[src/rtl/pipe_add_pkg.sv]
// Shared definitions for the pipelined carry-lookahead adder: segment count,
// the legal segment widths and a legality check used at elaboration.
package pipe_add_pkg;

  localparam int BLOCK_4  = 4;
  localparam int BLOCK_8  = 8;
  localparam int BLOCK_16 = 16;

  function automatic int NSEG_F(input int width, input int block);
    return width / block;
  endfunction

  function automatic bit block_legal(input int block);
    return (block == BLOCK_4) || (block == BLOCK_8) || (block == BLOCK_16);
  endfunction

endpackage

[src/rtl/pipe_cla_adder_cla_segment.sv]
// Combinational BLOCK-bit carry-lookahead adder built from 4-bit lookahead
// groups; exports the block generate/propagate for use by a wider lookahead.
module cla_segment #(
  parameter int BLOCK = 8
) (
  input  logic [BLOCK-1:0] a,
  input  logic [BLOCK-1:0] b,
  input  logic             cin,
  output logic [BLOCK-1:0] sum,
  output logic             cout,
  output logic             gg,
  output logic             pp
);

  localparam int NGRP = BLOCK / 4;

  logic [BLOCK-1:0] g;
  logic [BLOCK-1:0] p;
  logic [BLOCK-1:0] c;
  logic [NGRP-1:0]  grp_g;
  logic [NGRP-1:0]  grp_p;
  logic [NGRP-1:0]  grp_c;

  assign g = a & b;
  assign p = a ^ b;

  genvar gi;
  generate
    for (gi = 0; gi < NGRP; gi++) begin : g_grp
      localparam int B0 = 4 * gi;
      assign grp_g[gi] = g[B0+3] | (p[B0+3] & g[B0+2]) | (p[B0+3] & p[B0+2] & g[B0+1])
                       | (p[B0+3] & p[B0+2] & p[B0+1] & g[B0]);
      assign grp_p[gi] = &p[B0 +: 4];
      // Bit carries inside the group are fully expanded from the group carry-in
      assign c[B0]   = grp_c[gi];
      assign c[B0+1] = g[B0] | (p[B0] & grp_c[gi]);
      assign c[B0+2] = g[B0+1] | (p[B0+1] & g[B0]) | (p[B0+1] & p[B0] & grp_c[gi]);
      assign c[B0+3] = g[B0+2] | (p[B0+2] & g[B0+1]) | (p[B0+2] & p[B0+1] & g[B0])
                     | ((&p[B0+2:B0]) & grp_c[gi]);
    end
  endgenerate

  always_comb begin
    grp_c    = '0;
    grp_c[0] = cin;
    for (int j = 0; j < NGRP - 1; j++) begin
      grp_c[j+1] = grp_g[j] | (grp_p[j] & grp_c[j]);
    end
  end

  always_comb begin
    gg = 1'b0;
    pp = 1'b1;
    for (int j = 0; j < NGRP; j++) begin
      gg = grp_g[j] | (grp_p[j] & gg);
      pp = pp & grp_p[j];
    end
  end

  assign sum  = p ^ c;
  assign cout = gg | (pp & cin);

endmodule

[src/rtl/pipe_cla_adder.sv]
// Pipelined WIDTH-bit adder/subtractor: one BLOCK-bit lookahead segment per
// stage, carry registered between stages, flags and saturation in the last.
module pipe_cla_adder
  import pipe_add_pkg::*;
#(
  parameter int WIDTH = 32,
  parameter int BLOCK = 8
) (
  input  logic             clk,
  input  logic             reset_n,
  input  logic             in_valid,
  output logic             in_ready,
  input  logic [WIDTH-1:0] a,
  input  logic [WIDTH-1:0] b,
  input  logic             cin,
  input  logic             sub,
  input  logic             sat,
  output logic             out_valid,
  input  logic             out_ready,
  output logic [WIDTH-1:0] sum,
  output logic             cout,
  output logic             ovf
);

  localparam int NSEG  = NSEG_F(WIDTH, BLOCK);
  localparam int NRANK = (NSEG > 1) ? NSEG - 1 : 1;

  generate
    if (!block_legal(BLOCK) || (WIDTH % BLOCK) != 0) begin : g_bad_param
      $fatal(1, "pipe_cla_adder: illegal WIDTH/BLOCK combination");
    end
  endgenerate

  // Operands are kept pre-shifted so each stage always consumes the low slice
  typedef struct packed {
    logic             valid;
    logic [WIDTH-1:0] a_hi;
    logic [WIDTH-1:0] b_hi;
    logic [WIDTH-1:0] sum_lo;
    logic             carry;
    logic             sat;
  } stage_t;

  stage_t stg_reg  [NRANK];
  stage_t stg_next [NRANK];

  logic             adv;
  logic             out_valid_reg;
  logic [WIDTH-1:0] sum_reg;
  logic             cout_reg;
  logic             ovf_reg;
  logic             fin_valid;
  logic [WIDTH-1:0] fin_sum;
  logic             fin_cout;
  logic             fin_ovf;

  assign adv       = ~out_valid_reg | out_ready;
  assign in_ready  = adv;
  assign out_valid = out_valid_reg;
  assign sum       = sum_reg;
  assign cout      = cout_reg;
  assign ovf       = ovf_reg;

  genvar gi;
  generate
    for (gi = 0; gi < NSEG; gi++) begin : g_stage
      logic [WIDTH-1:0] op_a;
      logic [WIDTH-1:0] op_b;
      logic [WIDTH-1:0] part;
      logic [WIDTH-1:0] res;
      logic             c_in;
      logic             v_in;
      logic             sat_in;
      logic [BLOCK-1:0] seg_sum;
      logic             seg_cout;
      logic             seg_gg;
      logic             seg_pp;

      if (gi == 0) begin : g_src
        assign op_a   = a;
        assign op_b   = sub ? ~b : b;
        assign c_in   = sub | cin;
        assign part   = '0;
        assign v_in   = in_valid;
        assign sat_in = sat;
      end else begin : g_src
        assign op_a   = stg_reg[gi-1].a_hi;
        assign op_b   = stg_reg[gi-1].b_hi;
        assign c_in   = stg_reg[gi-1].carry;
        assign part   = stg_reg[gi-1].sum_lo;
        assign v_in   = stg_reg[gi-1].valid;
        assign sat_in = stg_reg[gi-1].sat;
      end

      cla_segment #(.BLOCK(BLOCK)) u_seg (
        .a    (op_a[BLOCK-1:0]),
        .b    (op_b[BLOCK-1:0]),
        .cin  (c_in),
        .sum  (seg_sum),
        .cout (seg_cout),
        .gg   (seg_gg),
        .pp   (seg_pp)
      );

      // New segment enters at the top; after NSEG stages the word is aligned
      assign res = WIDTH'({seg_sum, part} >> BLOCK);

      if (gi < NSEG - 1) begin : g_dst
        assign stg_next[gi] = '{valid:  v_in,
                                a_hi:   op_a >> BLOCK,
                                b_hi:   op_b >> BLOCK,
                                sum_lo: res,
                                carry:  seg_cout,
                                sat:    sat_in};
      end else begin : g_dst
        logic a_top;
        logic b_top;
        logic ovf_c;
        assign a_top     = op_a[BLOCK-1];
        assign b_top     = op_b[BLOCK-1];
        assign ovf_c     = (a_top == b_top) & (seg_sum[BLOCK-1] != a_top);
        assign fin_valid = v_in;
        assign fin_cout  = seg_cout;
        assign fin_ovf   = ovf_c;
        assign fin_sum   = (sat_in & ovf_c) ? (a_top ? {1'b1, {(WIDTH-1){1'b0}}}
                                                     : {1'b0, {(WIDTH-1){1'b1}}})
                                            : res;
      end
    end

    if (NSEG == 1) begin : g_no_rank
      assign stg_next[0] = '0;
    end
  endgenerate

  always_ff @(posedge clk) begin
    if (!reset_n) begin
      for (int k = 0; k < NRANK; k++) begin
        stg_reg[k] <= '0;
      end
      out_valid_reg <= 1'b0;
      sum_reg       <= '0;
      cout_reg      <= 1'b0;
      ovf_reg       <= 1'b0;
    end else if (adv) begin
      for (int k = 0; k < NRANK; k++) begin
        stg_reg[k] <= stg_next[k];
      end
      out_valid_reg <= fin_valid;
      sum_reg       <= fin_sum;
      cout_reg      <= fin_cout;
      ovf_reg       <= fin_ovf;
    end
  end

endmodule
[config.mk]
export PLATFORM = sky130hd
export DESIGN_NAME = pipe_cla_adder
export DESIGN_NICKNAME = d
export VERILOG_FILES = /design/src/rtl/pipe_add_pkg.sv /design/src/rtl/pipe_cla_adder_cla_segment.sv /design/src/rtl/pipe_cla_adder.sv
export SDC_FILE = /design/constraint.sdc
export NUM_CORES = 1
export LEC_CHECK = 0
export ABC_AREA = 1
export CELL_PAD_IN_SITES_DETAIL_PLACEMENT = 0
export CELL_PAD_IN_SITES_GLOBAL_PLACEMENT = 2
export CORE_AREA = 2 2 161 163
export DETAILED_ROUTE_END_ITERATION = 12
export DIE_AREA = 0 0 163 165
export PLACE_DENSITY = 0.78
export SLEW_MARGIN = 20
export SYNTH_ARGS = -nofsm -noshare
export SYNTH_HDL_FRONTEND = slang
export SYNTH_SLANG_ARGS = --single-unit
[constraint.sdc]
create_clock -name clk -period 6.9 [get_ports clk]
set_clock_uncertainty 0.15 [all_clocks]
set_input_delay 1.38 -clock clk [delete_from_list [all_inputs] [get_ports clk]]
set_output_delay 1.38 -clock clk [all_outputs]
set_load 0.03 [all_outputs]
# == Word-level counts from Yosys, hierarchy flattened ==
# Memory sizes are Yosys's and may differ from the RTL's.
# Cells that the tools add are included.
# op_classes
magnitude_cmp,0
muxes,10
eq_ne,2
div,0
bitwise_logic,225
shifts,0
n_addsub,0
multipliers,0
reduce_logical,16
# op_table
op,count
$mux 83,3
$and 1x1->1,122
$mux 32,3
$or 1x1->1,89
$xor 8x8->8,8
$and 8x8->8,4
$not 32->32,1
$reduce_and 4->1,8
$reduce_and 3->1,8
$mux 1,4
$eq 1x1->1,1
$ne 1x1->1,1
$not 1->1,1
# word_totals
inputBits,71
word_cells,258
mem_count,1
mem_bits_rw,249
output_inout_bits,36
regBits,35
rom_bits,0
latch_bits,0
# mem_list
memory,words,width,rd,rd_ports_with_merged_regs,write_ports,line_no,source
stg_reg,3,83,3,0,3,pipe_cla_adder.sv:44,stage_t stg_reg [NRANK];

# == Logic depth before layout (Yosys ltp) ==
# Gate-level depths: netlist of the first run.
# An unclocked memory read counts as a cell.
# logic_depth
ltp_word,14
depth_mapped,15

# == Cells and area by module ==
# A second synthesis of the first run with hierarchy kept.
# hier_totals
cells_unflattened,949
area_unflattened_um2,9271.4
# modules_own_cells
mod,seq_area_each_um2,cells_each,area_per_inst_um2,n_inst
pipe_cla_adder,5295.1,717,7733.7,1
cla_segment at g_stage[2].u_seg ...,0.0,56,372.9,2
cla_segment at g_stage[0].u_seg,0.0,64,409.1,1
cla_segment at g_stage[1].u_seg,0.0,56,382.9,1

# == Worst setup path after synthesis of the first run ==
# Ideal clock, no wire load.
# synth_timing
path_type,input -> register
from,input out_ready
to,memory stg_reg[0][0] (netlist name) (enable)
arrival_ns,4.845
path_slack_ns,1.400
setup_time_ns,0.505
cell_stages,5
cell_sequence,nor2_1 -> inv_2 -> nor2_2 -> clkbuf_1 -> inv_1
# synth_rtl
item,line_no,source
start: declaration,pipe_cla_adder.sv:19,"input logic out_ready,"
end: declaration,pipe_cla_adder.sv:44,

# == Worst setup path after layout of the first run ==
# layout_timing
from,input out_ready
to,output in_ready
# layout_between
elab_chain_cells,1
# layout_lines
item,line_no,source
$or 1x1->1,pipe_cla_adder.sv:57,assign adv = ~out_valid_reg | out_ready;
end: declaration,pipe_cla_adder.sv:12,"output logic in_ready,"
# Every way passes these cells.

==> run metrics, run 1 <==
CP Max Fanout 3; Lkg Pwr 0.004931 uW; clock-pin slew on the worst setup and hold paths 0.07 ns; Die W 163 um; Initial Utilization 35.59%; crit path DAT 2.75 ns; Final #Nets 1100; R2R cell count 7; post-synthesis net count 1002; Longest Clk Path Bufs 2; Overflow after GRT 0; Req. time, crit path 5.37 ns; total power 2641 uW; Final Wtd Congestion 0.7701; clock network fraction of total power 36.3%; CTS Hold Bufs 0; top cells by area, synth edfxtp_1 52%, dfxtp_1 7.9%, nand2_1 7.2%; VDD IR max 0.1205 mV; share of cells above drive strength 1 8.383%; Hold Path Stages 2; initial antenna violation count 0; Finished Layout Cells 1332; Slew @ Worst Pin 0.9691 ns; DIE HEIGHT 165 um; worst skew pair latency 0.42 ns; # IOs 107; crit path cell chain clkdlybuf4s50_1 > nor2_1 > inv_2 > clkdlybuf4s50_1; setup violators final 0; post-route ant nets 0; PwrDens 244.0 nW/um^2; CTS tree done; max_cap viols 0; Final Routed Wirelength 15100 um; Synth Warn # 0; routed via count 5466; CTS buffer count 17; fin crit period 4.277 ns; status finished, final reports clean; DP Wirelength 10150 um; CTS Sinks 188; Seq/Total Area, Yosys 59.42%; number of global-route vias before repair 5237; Slew headroom 35.40%; Residual DRC 0; total track usage 11.84%; Std-Cell Rows 58; Synth top area share 51.56%; pre-CTS setup slack 2.608 ns; die area 26900 sq um; DR pass1 iterations 4; average routed wire per standard cell 11.33 um; register bit total from synthesis 188; switching power total 630.1 uW; setup TNS 0 ns; syn_area_per_cell 10.00 sq um; CP Launch Type primary input; Post-Synthesis Cell Area 8911 sq um; DR vias/cell 4.104; post-CTS sizing 0; Max H-tree Level 4; area delta synth->final 21.47%; CORE AREA 25040 sq um; Root Buffer clkbuf_16; max FFs per register 153; Max Slew Vio Count 0; WHS 0.3019 ns; Post-Syn Instances 891; most numerous cell on the critical path clkdlybuf4s50_1; area leader, netlist edfxtp_1; DRT iter0 DRCs 348; final hold violation count 0; Slowest Stage Delay on Critical Path 0.60 ns; CP max stage cell clkdlybuf4s50_1; first-pass GRT wire length 25290 um; largest net degree at the start of global routing 112; internal power 2011 uW; setup bufs post-CTS 0; Fmax achieved 0.2338 GHz; placed cells 1300; port bufs 106; Sequential Power Share 51.3%; Diodes inserted 0; Worst Slack Setup Final 2.623 ns; Min-Delay Path Class reg -> reg; combinational power share 12.5%; CP Class in -> out; crit end category output pin; period utilization 61.99%; sw frac 23.86%; RSZ-0062 raised after global routing false; Unique masters post-synth 39
-- power by group through the flow --
stage	combinational (uW)	sequential [uW]	clock (uW)
6_report	329	1350	958
2_1_floorplan	199	1390	0
5_1_grt	376	1370	1030
4_1_cts	335	1360	982
3_3_place_gp	332	1380	0
3_5_place_dp	332	1380	0
-- cells in the final DEF (no fill, tap or decap), types with 4 or more instances in the layout --
master,instances
buf_4,5
xnor2_1,30
xor2_1,14
nor2_1,163
fa_1,8
dfxtp_1,35
clkbuf_16,18
nand2_1,172
o21ai_0,4
nand3_1,16
nor3_1,6
edfxtp_1,153
a21oi_1,13
nand2_2,28
ha_1,32
clkdlybuf4s50_1,105
inv_2,5
inv_1,143
-- area by class of cell --
cell class,count,area [sq um]
inverter,151,574.3
clock inverter,11,102.6
sequential,188,5295
clock buffer,21,481.7
fill,2474,14210
timing repair buffer,111,1094
multi-input combinational,520,2864
tap,330,412.9
-- layer usage --
metal,part of all wire [%],global-route usage [%],vias up
li1,-,-,2985
met1,52,16.72,2385
met2,44,18.14,82
met3,2.7,2.361,14
met4,1.3,4.224,0
met5,0,0,-
-- logic make-up (layout without fill, tap and decap cells) --
group,count (synthesis),after routing,share of synthesized area [%]
and+or+nand+nor,399,399,18.84
DFF,188,188,59.42
buffers and inverters,183,294,8.495
xor gates and xnor gates,44,44,4.325
adders and majority gates,40,40,6.290
AOI/OAI and AO/OA,37,37,2.626
-- Yosys cell counts, drive strengths merged --
cell,n
o21a,3
edfxtp,153
a41oi,1
buf,22
nor2,167
a211oi,3
a21o,3
a221oi,1
a31oi,3
clkbuf,10
o2111ai,1
nand2,203
nand3,18
and2,1
o21ai,7
clkinv,1
a21oi,14
nand4,4
dfxtp,35
fa,8
inv,150
ha,32
o21bai,1
xnor2,30
nor3,6
xor2,14
-- worst max-delay path: cells and delay by family --
family | cells | cell delay, ns
buffers and inverters | 3 | 1.07
and+or+nand+nor | 1 | 0.30
-- through the flow --
step / cell area [sq um] / util (%)
CTS: 10820 / 43.23
finish: 10820 / 43.23
detailed placement: 10240 / 40.90
floorplan: 8911 / -
global route: 10820 / 43.23
global placement: 10240 / 40.90
-- final timing paths --
check                                from         endpoint  slack, ns
worst max-delay path            out_ready         in_ready       2.62
worst min-delay path               sum[3]           sum[3]       0.30
worst max register to register  out_valid  stg_reg[0][200]       4.11
worst min register to register     sum[3]           sum[3]       0.30
Power figures use the tool's default switching activity.
==> run 2: changes to the inputs <==
CORE_AREA = 2 2 170 172   (was 2 2 161 163)
DIE_AREA = 0 0 172 174   (was 0 0 163 165)
PLACE_DENSITY = 0.74   (was 0.78)
clock period = 3.5 ns   (was 6.9 ns; I/O delays follow)
==> run 2 against run 1 <==
  * Critical path depth unchanged
  * First-iteration DRC count down 8.6%
  * Register-to-register slack lost 3.2 ns
  * Via count fell by 0.55%
  * Non-clock buffer count grew 4
  * Total power rose by 99%
  * Clock-buffer cell count down 3
  * Global-route usage fell by 0.46 points
  * Largest cell class unchanged
==> run metrics, run 2 (same netlist as run 1, synthesis figures left out) <==
internal power 3895 uW (+94%); max_cap viols 0 (unchanged); first-pass GRT wire length 26870 um (+6.2%); period utilization 80.87%; status finished, final reports clean; fin crit period 2.830 ns; Setup crit end in_ready; Overflow after GRT 0 (unchanged); fill cell count 2861 (+16%); CP max stage cell clkdlybuf4s50_1; Min-Delay Path Class reg -> reg; sw frac 25.93% (+2.1 points); DR vias/cell 3.911 (-4.7%); RSZ-0062 raised after global routing false; port bufs 106 (unchanged); Die W 172 um (+5.5%); PwrDens 478.1 nW/um^2 (+96%); CTS buffer count 17 (unchanged); largest net degree at the start of global routing 73 (-35%); setup violators final 0 (unchanged); Worst Slack Setup Final 0.6695 ns (-1.953 ns); Initial Utilization 31.56% (-4.0 points); placed cell areas 10400 sq um (+1.6%); # IOs 107 (unchanged); worst r2r dst sum[19]; most numerous cell on the critical path clkdlybuf4s50_1; DIE HEIGHT 174 um (+5.5%); combinational power share 12.4% (about the same); Req. time, crit path 2.65 ns (-2.72 ns); Max Slew Vio Count 0 (unchanged); crit path cell chain clkdlybuf4s50_1 > nor2_4 > inv_4 > clkdlybuf4s50_1; WP buf/inv 3 (unchanged); R2R cell count 11 (+4); share of cells above drive strength 1 9.046% (+0.66 points); most frequent cells in the layout 172 x nand2_1, 162 x nor2_1, 153 x edfxtp_1, 143 x inv_1, 105 x clkdlybuf4s50_1; CORE AREA 28240 sq um (+13%); Seq. cell area 5295 sq um (unchanged); Sequential Power Share 50.7% (-0.6 points); most common cell after layout, fill and taps aside nand2_1; Slowest Stage Delay on Critical Path 0.66 ns (+0.06 ns); CP startpoint out_ready; Final Routed Wirelength 15850 um (+4.9%); CTS Sinks 188 (unchanged); final hold violation count 0 (unchanged); CTS tree done; routed via count 5436 (-0.55%); max FFs per register 153 (unchanged); VDD IR max 0.2948 mV (+140%); Reg2Reg Launch Point stg_reg[0][227]; area of the multi-input gates 2877 sq um (+0.44%); Fmax achieved 0.3533 GHz; setup bufs post-CTS 0 (unchanged); crit path DAT 1.98 ns (-0.77 ns); switching power total 1364 uW (+120%); clock network fraction of total power 36.9% (+0.6 points); DRT iter0 DRCs 318 (-8.6%); post-CTS sizing 0 (unchanged); crit end category output pin; Worst R2R Setup Slack 0.96 ns (-3.15 ns); Diodes inserted 0 (unchanged); CP Max Fanout 3 (unchanged); Longest Clk Path Bufs 2 (unchanged); Lkg Pwr 0.004971 uW (+0.81%); CP Launch Type primary input; CP top delay family buffers and inverters; initial antenna violation count 0 (unchanged); Final #Nets 1104 (+0.36%); average routed wire per standard cell 11.40 um (+0.57%); number of global-route vias before repair 5457 (+4.2%); total track usage 11.38% (-0.46 points); pre-CTS setup slack 0.3628 ns (-2.245 ns); area delta synth->final 23.43%; DP Wirelength 10730 um (+5.7%); Slew headroom 51.74% (+16 points); worst skew pair latency 0.43 ns (about the same); cell area after layout 11000 sq um (+1.6%); critical path depth in cells 4 (unchanged); clock-pin slew on the worst setup and hold paths 0.07 ns (about the same); post-route ant nets 0 (unchanged); Slew @ Worst Pin 0.7225 ns (-0.2465 ns); die area 29930 sq um (+11%); Residual DRC 0 (unchanged); CP Class in -> out; Final Wtd Congestion 0.7569 (-1.7%); Root Buffer clkbuf_16; DR pass1 iterations 4 (unchanged); Max H-tree Level 4 (unchanged); CTS Hold Bufs 0 (unchanged); Std-Cell Rows 62 (+6.9%)
[run 2: cell types whose count changed in the layout (fill, tap and decap cells not counted), sizes merged]
cell,previous run,this run
clkbuf,21,18
inv,155,156
clkinvlp,0,1
clkinv,6,8
buf,6,10
bufinv,1,0
[run 2: layout make-up]
type / count / share of cell area (%)
sequential: 188 / 48.14
clock inverter: 14 / 1.342
multi-input combinational: 520 / 26.15
tap: 384 / 4.368
inverter: 151 / 5.233
clock buffer: 18 / 4.095
timing repair buffer: 115 / 10.67
[run 2: stage by stage]
step / std cells / utilization [%] / total power, uW / setup TNS, ns / hold WS (ns)
3_5_place_dp: 1358 / 36.84 / 3383 / 0 / 0.2895
4_1_cts: 1390 / 38.95 / 5347 / 0 / 0.3063
6_report: 1390 / 38.95 / 5259 / 0 / 0.3024
3_3_place_gp: 1358 / 36.84 / 3380 / 0 / 0.2883
2_1_floorplan: 891 / - / 3142 / -85.36 / 0.2829
5_1_grt: 1390 / 38.95 / 5536 / 0 / 0.3169
[run 2: worst min-delay path by stage]
stage	from	endpoint	cells past startpoint
2_1_floorplan	stg_reg[0][248]	out_valid	2
3_3_place_gp	sum[20]	sum[20]	2
3_5_place_dp	sum[9]	sum[9]	2
4_1_cts	sum[9]	sum[9]	2
5_1_grt	sum[18]	sum[18]	2
6_report	sum[31]	sum[31]	2
[run 2: worst min-delay path, cell delays in order (launching register included)]
cell	delay [ns]
dfxtp_1	0.31
nand2_1	0.06
nand2_1	0.04
[run 2: routing by layer]
metal	part of all wire [%]	global-route usage, %	up-vias
li1	-	-	2986
met1	51	16.31	2356
met2	45	17.30	82
met3	3.2	2.345	12
met4	1.2	3.466	0
met5	0	0	-
[run 2: power groups by stage]
stage               Sequential (uW)  Combinational, uW  Clock, uW
global route                   2680                753       2100
CTS                            2670                668       2010
global placement               2720                664          0
floorplan                      2750                393          0
finish                         2670                654       1940
detailed placement             2720                663          0
